[src/rtl/barrel_shifter_pipe.sv]
// Pipelined barrel shifter: stage k applies a 2^k shift/rotate step when shift bit k is set.
// The whole pipe advances or stalls together under a valid/ready handshake.
module barrel_shifter_pipe #(
    parameter  int WIDTH = 8,
    localparam int SHW   = $clog2(WIDTH)
) (
    input  logic             i_clk,
    input  logic             i_rst_n,
    input  logic             i_in_valid,
    output logic             o_in_ready,
    input  logic [WIDTH-1:0] i_data_in,
    input  logic [SHW-1:0]   i_shift,
    input  logic             i_dir,
    input  logic [1:0]       i_mode,
    output logic             o_out_valid,
    input  logic             i_out_ready,
    output logic [WIDTH-1:0] o_data_out,
    output logic [15:0]      o_done_count
);

    logic        w_adv;
    logic [15:0] r_doneCount;

    // One fixed-size step; mode 11 and arithmetic-left fall through to the logical shift.
    function automatic logic [WIDTH-1:0] stepShift(
        input logic [WIDTH-1:0] d,
        input int               amt,
        input logic             dir,
        input logic [1:0]       mode,
        input logic             sign
    );
        logic [WIDTH-1:0] result;
        logic [WIDTH-1:0] fillMask;
        fillMask = ~({WIDTH{1'b1}} >> amt);
        if (mode == 2'b10) begin
            if (dir)
                result = (d >> amt) | (d << (WIDTH - amt));
            else
                result = (d << amt) | (d >> (WIDTH - amt));
        end else if (mode == 2'b01 && dir) begin
            result = (d >> amt) | (sign ? fillMask : '0);
        end else if (dir) begin
            result = d >> amt;
        end else begin
            result = d << amt;
        end
        return result;
    endfunction

    assign w_adv      = !o_out_valid || i_out_ready;
    assign o_in_ready = w_adv;

    for (genvar k = 0; k < SHW; k++) begin : gStage
        logic             w_srcValid;
        logic [WIDTH-1:0] w_srcData;
        logic             w_srcBit;
        logic             w_srcDir;
        logic [1:0]       w_srcMode;
        logic             w_srcSign;
        logic             r_valid;
        logic [WIDTH-1:0] r_data;

        if (k == 0) begin : gSrc
            assign w_srcValid = i_in_valid;
            assign w_srcData  = i_data_in;
            assign w_srcBit   = i_shift[0];
            assign w_srcDir   = i_dir;
            assign w_srcMode  = i_mode;
            assign w_srcSign  = i_data_in[WIDTH-1];
        end else begin : gSrc
            assign w_srcValid = gStage[k-1].r_valid;
            assign w_srcData  = gStage[k-1].r_data;
            assign w_srcBit   = gStage[k-1].gCtrl.r_shift[k];
            assign w_srcDir   = gStage[k-1].gCtrl.r_dir;
            assign w_srcMode  = gStage[k-1].gCtrl.r_mode;
            assign w_srcSign  = gStage[k-1].gCtrl.r_sign;
        end

        always_ff @(posedge i_clk or negedge i_rst_n) begin
            if (!i_rst_n) begin
                r_valid <= 1'b0;
                r_data  <= '0;
            end else if (w_adv) begin
                r_valid <= w_srcValid;
                r_data  <= w_srcBit ? stepShift(w_srcData, 1 << k, w_srcDir, w_srcMode, w_srcSign)
                                    : w_srcData;
            end
        end

        // The last stage needs no control fields, since nothing follows it.
        if (k < SHW - 1) begin : gCtrl
            logic [SHW-1:0] w_srcShift;
            logic           r_dir;
            logic [1:0]     r_mode;
            logic [SHW-1:0] r_shift;
            logic           r_sign;

            if (k == 0) begin : gShiftSrc
                assign w_srcShift = i_shift;
            end else begin : gShiftSrc
                assign w_srcShift = gStage[k-1].gCtrl.r_shift;
            end

            always_ff @(posedge i_clk or negedge i_rst_n) begin
                if (!i_rst_n) begin
                    r_dir   <= 1'b0;
                    r_mode  <= 2'b00;
                    r_shift <= '0;
                    r_sign  <= 1'b0;
                end else if (w_adv) begin
                    r_dir   <= w_srcDir;
                    r_mode  <= w_srcMode;
                    r_shift <= w_srcShift;
                    r_sign  <= w_srcSign;
                end
            end
        end
    end

    assign o_out_valid = gStage[SHW-1].r_valid;
    assign o_data_out  = gStage[SHW-1].r_data;

    always_ff @(posedge i_clk or negedge i_rst_n) begin
        if (!i_rst_n)
            r_doneCount <= '0;
        else if (o_out_valid && i_out_ready && r_doneCount != 16'hFFFF)
            r_doneCount <= r_doneCount + 16'd1;
    end

    assign o_done_count = r_doneCount;

endmodule

[config.mk]
export PLATFORM = sky130hd
export DESIGN_NAME = barrel_shifter_pipe
export DESIGN_NICKNAME = d
export VERILOG_FILES = /design/src/rtl/barrel_shifter_pipe.sv
export SDC_FILE = /design/constraint.sdc
export NUM_CORES = 1
export LEC_CHECK = 0
export CORE_MARGIN = 1
export CORE_UTILIZATION = 48
export DETAILED_ROUTE_END_ITERATION = 10
export PLACE_DENSITY = 0.76
export SYNTH_ARGS = -nofsm -noshare
export SYNTH_HDL_FRONTEND = slang
export SYNTH_SLANG_ARGS = --single-unit
[constraint.sdc]
create_clock -name i_clk -period 1.9 [get_ports i_clk]
set_clock_uncertainty 0.2 [all_clocks]
set_input_delay 0.475 -clock i_clk [delete_from_list [all_inputs] [get_ports i_clk]]
set_output_delay 0.475 -clock i_clk [all_outputs]
set_load 0.02 [all_outputs]
==> impl_results.md, run 1 <==
- Req. time, crit path: 1890 ps
- Initial antenna violation count: 0
- Clock Root Buffer: clkbuf_8
- Post-synth top flop: dfrtp_1
- Tot Pwr: 3.94 mW
- Area Overhead vs Synth: 25.2%
- TritonCTS clock tree: yes
- CP Cell Sequence: and3_1 -> nand3_1 -> nor4_2 -> mux2_1
- Drt pass-1 iters: 4
- I/O Pins: 44
- Core Area: 5240 sq um
- WL final: 5.33 mm
- Crit start category: register
- Initial Util: 51.4%
- N_diodes: 0
- GR Overflow Total: 0
- Synth area leaders: dfrtp_1, nand2_1, o21ai_0, mux2i_1, xor2_1
- Yosys cell types: 44
- Crit path max fanout: 6
- Finish-stage setup viols: 0
- # clock sinks: 54
- Min cycle time layout: ~1800 ps
- Tightest Hold Check Type: reg2reg
- Max Freq: 0.543 GHz
- Leakage: between 1.5 and 2 nW
- EDFF count, synth: 0
- Layout net count: 360
- Sw frac: 37.5%
- Internal Dissipation: around 2.5 mW
- CP Capture Type: register
- Avg Cell Area, Syn: 9.38 sq um
- Via count: 2,193
- Most frequent cells after synthesis: nand2_1, dfrtp_1, o21ai_0, a21oi_1, nor2_1
- Post-DR wirelength/cell: 13.0 um
- Starting DRC count in detailed routing: 103
- Deepest clock path buffer count: 2
- Combinational power share: 36.2%
- Slew Viols, Final: 0
- Worst-Skew Late Latency: 300 ps
- Die Y-Extent: 76.9 um
- Width of the die: slightly below 80 um
- HPWL after DPL: just under 4 mm
- Flop-to-flop setup slack: 60 ps
- Worst slew pin tran: 513 ps
- Die area: 5910 sq um
- Pin count of the biggest net entering global routing: 51
- Layout cells sized above 1: between 10 and 15%
- Top Family by Delay on Critical Path: simple AND/OR/NAND/NOR gates
- Synthesized Nets: 306
- Crit share post-route: between 90% and 100%
- Reg clk slew, reported paths: 90 ps
- Via density: between 5 and 6
- Yosys top cell area share: between 50% and 60%
- Synth area leader: dfrtp_1
- Post-synth ARST share: 100%
- Max Cap Viol: 0
- Cell with the largest stage delay on the worst path: dfrtp_1
- GRT Total Usage: 19.5%
- Flops & latches, synth: 54
- Mapped Area: 2690 sq um
- Post-synthesis cell count: 287
- Finished Core Util: 64.4%
- Buf/Inv on CP: 0
- Run status: finished, final reports clean
- Worst path arrival time: ~1800 ps
- Kind of critical path: reg2reg
- Reg power frac: 47.9%
- CTS Buf Count: 5
- Ys Warns: 0
- I/O Buffers: 43
- Critical path's largest stage delay: approximately 460 ps
- Relative slew slack: 65.8%
- Vias in the first global route: about 2,000
- Routed Antenna Nets: 0
- Switch Pwr: 1.48 mW
- Maximum VDD drop: 760 uV
- DRC viols: 0
- Post-synthesis sequential area ratio: 50.2%
- Clock share of power: 15.8%
- Site row count: 26
- GP Congestion: 0.849
- Final hold vios: 0
- Cell with the most instances after synthesis: nand2_1
- H-tree Lvls: 2
- First-pass GRT wire length: 9.25 mm
- Power density over the cells: 1170 nW/um^2
-- path summary, 6_finish.rpt --
path	from	to	cells after the start
setup / recovery	o_done_count[2]	o_done_count[14]	4
hold / removal	gStage[1].r_valid	o_out_valid	1
setup reg to reg	o_done_count[2]	o_done_count[14]	4
hold reg to reg	gStage[1].r_valid	o_out_valid	1
max in group asynchronous	i_rst_n	o_done_count[5]	3
min in group asynchronous	i_rst_n	o_done_count[4]	2
-- cell type report --
class	count	area, sq um
Tap cell	70	87.6
Multi-Input combinational cell	214	1280
Clock buffer	7	86.3
Timing Repair Buffer	62	547
Inverter	4	15.0
Fill cell	460	1870
Sequential cell	54	1350
-- kinds of logic (layout without fill, tap and decap cells) --
family          Yosys count  count (layout)  synth area share [%]
compound gates           71              71                  15.8
xor+xnor                 13              13                  4.23
flops                    54              54                  50.2
simple gates            116             116                  21.1
buf+inv                  19              73                  3.07
mux                      13              13                  5.11
fa+ha+maj                 1               1                 0.465
-- cell usage in the layout, fill, tap and decap left out, types with 2 or more instances in the layout --
cell type,count
a21o_1,3
a211oi_1,2
dfrtp_1,52
nor2_1,12
clkbuf_8,6
nor4bb_1,3
o311ai_1,2
xnor2_1,3
a21oi_1,14
buf_2,2
xor2_1,10
a21boi_0,4
inv_1,4
nand4b_1,2
nand2_1,72
nand4_2,2
nor4_2,3
nand2b_1,3
clkdlybuf4s50_1,15
dfrtp_2,2
nand3b_1,4
mux2i_1,10
o21ai_0,32
a221oi_1,4
buf_4,17
nand4_1,4
dlygate4sd2_1,25
nor3_1,2
o22ai_1,6
-- power by group through the flow --
stage	sequential, mW	clock, mW	combinational [mW]
floorplan	2.01	0	0.763
global placement	1.89	0	1.53
detailed placement	1.91	0	1.55
CTS	1.88	0.645	1.44
global route	1.95	0.682	1.60
finish	1.89	0.624	1.43
-- flip-flops by register name (all words and copies together), names as in the netlist --
signal / count
gStage.r_data: 16
gStage.gCtrl.r_mode: 4
gStage.gCtrl.r_dir: 2
o_done_count: 16
o_data_out: 8
gStage.r_valid: 2
o_out_valid: 1
gStage.gCtrl.r_sign: 2
gStage.gCtrl.r_shift: 3
-- what timing repair did --
item                                   4_1_cts  5_1_grt
resized for setup                           30        6
endpoints found under the hold margin        9        0
setup endpoints to repair                   29        4
buffers inserted                             0        0
hold buffers                                 1        0
-- routing by layer --
metal | vias to the layer above | part of all wire [%] | track usage [%]
met5 | - | 0 | 0
met4 | 0 | 1.3 | 6.15
met3 | 6 | 3.3 | 3.33
met2 | 51 | 46 | 30.9
met1 | 1018 | 50 | 27.2
li1 | 1118 | - | -
-- metrics by stage --
stage | cell area [sq um] | hold slack, ps | setup TNS [ps] | instances | worst slack [ps]
after detailed placement | 3290 | 162 | -6580 | 403 | -528
after global placement | 3290 | 157 | -5880 | 403 | -530
after CTS | 3350 | 263 | 0 | 411 | 23.5
after floorplan | 2690 | -20.6 | -53.8 | 287 | -53.8
after global routing | 3370 | 305 | -43.5 | 411 | -43.5
final | 3370 | 261 | 0 | 411 | 60.0
Power figures use the tool's default switching activity.
==> inputs of run 2 (changes only) <==
==> constraint.sdc (replaced) <==
create_clock -name i_clk -period 1.9 [get_ports i_clk]
set_clock_uncertainty 0.2 [all_clocks]
set_input_delay 0.19 -clock i_clk [delete_from_list [all_inputs] [get_ports i_clk]]
set_output_delay 0.19 -clock i_clk [all_outputs]
set_load 0.02 [all_outputs]
==> run 2 against run 1 <==
Against the previous run:
- fmax up 1.5%
- design area is 2.8% higher
- utilization grew 1.8 points
- setup slack gained 28 ps
- count of clock-buffer cells in the layout shrank 2
- sequential share of layout area fell by 1.1 points
- via count grew 2.5%
==> impl_results.md, run 2 (synthesized netlist as in run 1, its figures left out) <==
- Run status: finished, final reports clean
- Reg clk slew, reported paths: 100 ps (about the same)
- Finish-stage setup viols: 0 (unchanged)
- TritonCTS clock tree: yes
- Layout net count: 364 (+1.1%)
- Worst path arrival time: 1420 ps (-410 ps)
- GRT Total Usage: 20.7% (+1.2 points)
- Capture point of the worst reg-to-reg path: o_done_count[9]
- WL final: 5.64 mm (+5.8%)
- Layout cells sized above 1: 13.9% (+0.97 points)
- Placed cell count: 407 (+0.99%)
- Kind of critical path: reg2out
- Crit share post-route: 95.4% (-1.5 points)
- Post-Layout Cell Count: 416 (+1.2%)
- Core Area: 5240 sq um (unchanged)
- Switch Pwr: 1.54 mW (+4.6%)
- Crit path max fanout: 4 (-2)
- Drt pass-1 iters: 4 (unchanged)
- Die area: 5910 sq um (unchanged)
- N_diodes: 0 (unchanged)
- Relative slew slack: 67.5% (+1.8 points)
- Max Cap Viol: 0 (unchanged)
- Commonest non-fill, non-tap cell in the layout: nand2_1
- Min setup slack post-route: 88.0 ps (+28.0 ps)
- First-pass GRT wire length: 10.0 mm (+8.4%)
- Width of the die: 76.9 um (unchanged)
- Clock share of power: 17.8% (+2.0 points)
- Leakage: 1.57 nW (-2.5%)
- Pin count of the biggest net entering global routing: 32 (-37%)
- GR Overflow Total: 0 (unchanged)
- Starting DRC count in detailed routing: 153 (+49%)
- Routed Antenna Nets: 0 (unchanged)
- Crit start category: register
- Reg power frac: 44.5% (-3.4 points)
- Maximum VDD drop: 727 uV (-4.4%)
- HPWL after DPL: 4.23 mm (+8.2%)
- Post CTS Setup Buffer Count: 0 (unchanged)
- RR Startpoint: o_done_count[0]
- # clock sinks: 54 (unchanged)
- Commonest cells after routing, fill and taps aside: nand2_1, dfrtp_1, clkdlybuf4s50_1
- Sw frac: 36.5% (-0.98 points)
- Initial Util: 51.4% (unchanged)
- Internal Dissipation: 2.69 mW (+9.0%)
- Via count: 2,247 (+2.5%)
- I/O Buffers: 43 (unchanged)
- Pre-CTS setup slack: -108 ps (+420 ps)
- Flop-to-flop setup slack: 90 ps (+30 ps)
- CP Capture Type: output port
- Finished Core Util: 66.1% (+1.8 points)
- Via density: 5.40 (+1.2%)
- H-tree Lvls: 2 (unchanged)
- Area Overhead vs Synth: 28.7%
- Slew Viols, Final: 0 (unchanged)
- Power density over the cells: 1220 nW/um^2 (+4.5%)
- Tightest Hold Check Type: in2async
- Site row count: 26 (unchanged)
- Worst-Skew Late Latency: 300 ps (about the same)
- Vias in the first global route: 2,207 (+9.0%)
- Deepest clock path buffer count: 2 (unchanged)
- Max Freq: 0.552 GHz (+1.5%)
- Req. time, crit path: 1510 ps (-380 ps)
- Min cycle time layout: 1810 ps (-28.0 ps)
- Final hold vios: 0 (unchanged)
- Worst reg-to-reg path cell count: 6 (+2)
- Die Y-Extent: 76.9 um (unchanged)
- Combinational power share: 37.7% (+1.5 points)
- I/O Pins: 44 (unchanged)
- Worst slew pin tran: 487 ps (-26.3 ps)
- Post-DR wirelength/cell: 13.6 um (+4.5%)
- GP Congestion: 0.849 (about the same)
- CTS Buf Count: 5 (unchanged)
- Initial antenna violation count: 0 (unchanged)
- Clock Root Buffer: clkbuf_8
- DRC viols: 0 (unchanged)
==> run 2: metrics by stage <==
stage	cell area (sq um)	setup TNS, ps	hold slack, ps	power [mW]
after floorplan	2690	0	-306	2.78
after global placement	3320	-55.6	-55.6	3.44
after detailed placement	3320	-178	-46.7	3.50
after CTS	3440	0	144	4.25
after global routing	3460	-5.59	178	4.52
final	3460	0	133	4.23
==> run 2: cell type report <==
class                           count  area, sq um
Timing Repair Buffer               66          612
Fill cell                         423         1770
Clock inverter                      3         40.0
Multi-Input combinational cell    214         1290
Inverter                            4         15.0
Tap cell                           70         87.6
Clock buffer                        5         68.8
Sequential cell                    54         1350
==> run 2: how the worst max path moves through the flow <==
| stage | startpoint | end | slack (ps) | cells past startpoint |
|---|---|---|---|---|
| after global placement | i_out_ready | o_done_count[14] | -30 | 5 |
| after global routing | o_done_count[0] | o_done_count[15] | -6 | 6 |
| final | o_done_count[2] | o_done_count[2] | 90 | 2 |
| after detailed placement | i_out_ready | o_done_count[14] | -110 | 5 |
| after CTS | o_done_count[0] | o_done_count[13] | 60 | 6 |
| after floorplan | o_done_count[0] | o_done_count[1] | 30 | 5 |
==> run 2: critical path: stages, from the launching register on <==
cell and delay (ps):
dfrtp_1 380, buf_4 140, clkdlybuf4s50_1 600
==> run 2: repair_timing <==
item,in CTS,in global routing
hold endpoints to repair,46,0
resized for setup,1,4
hold buffers,1,0
cloned,0,0
endpoints found under the setup margin,1,3
pin swaps,0,0
==> run 2: layer usage <==
layer  up-vias  wire length [um]  part of all wire [%]  track usage (%)
li1       1126                 -                     -                -
met1      1057              2680                    48             28.6
met2        59              2700                    48             34.3
met3         5               219                   3.9             2.98
met4         0                45                  0.80             5.00
met5         -                 0                     0                0
==> run 2: power groups by stage <==
stage,combinational (mW),sequential (mW),clock [mW]
final,1.60,1.88,0.752
after CTS,1.61,1.88,0.773
after detailed placement,1.60,1.90,0
after floorplan,0.762,2.02,0
after global placement,1.56,1.88,0
after global routing,1.77,1.94,0.804
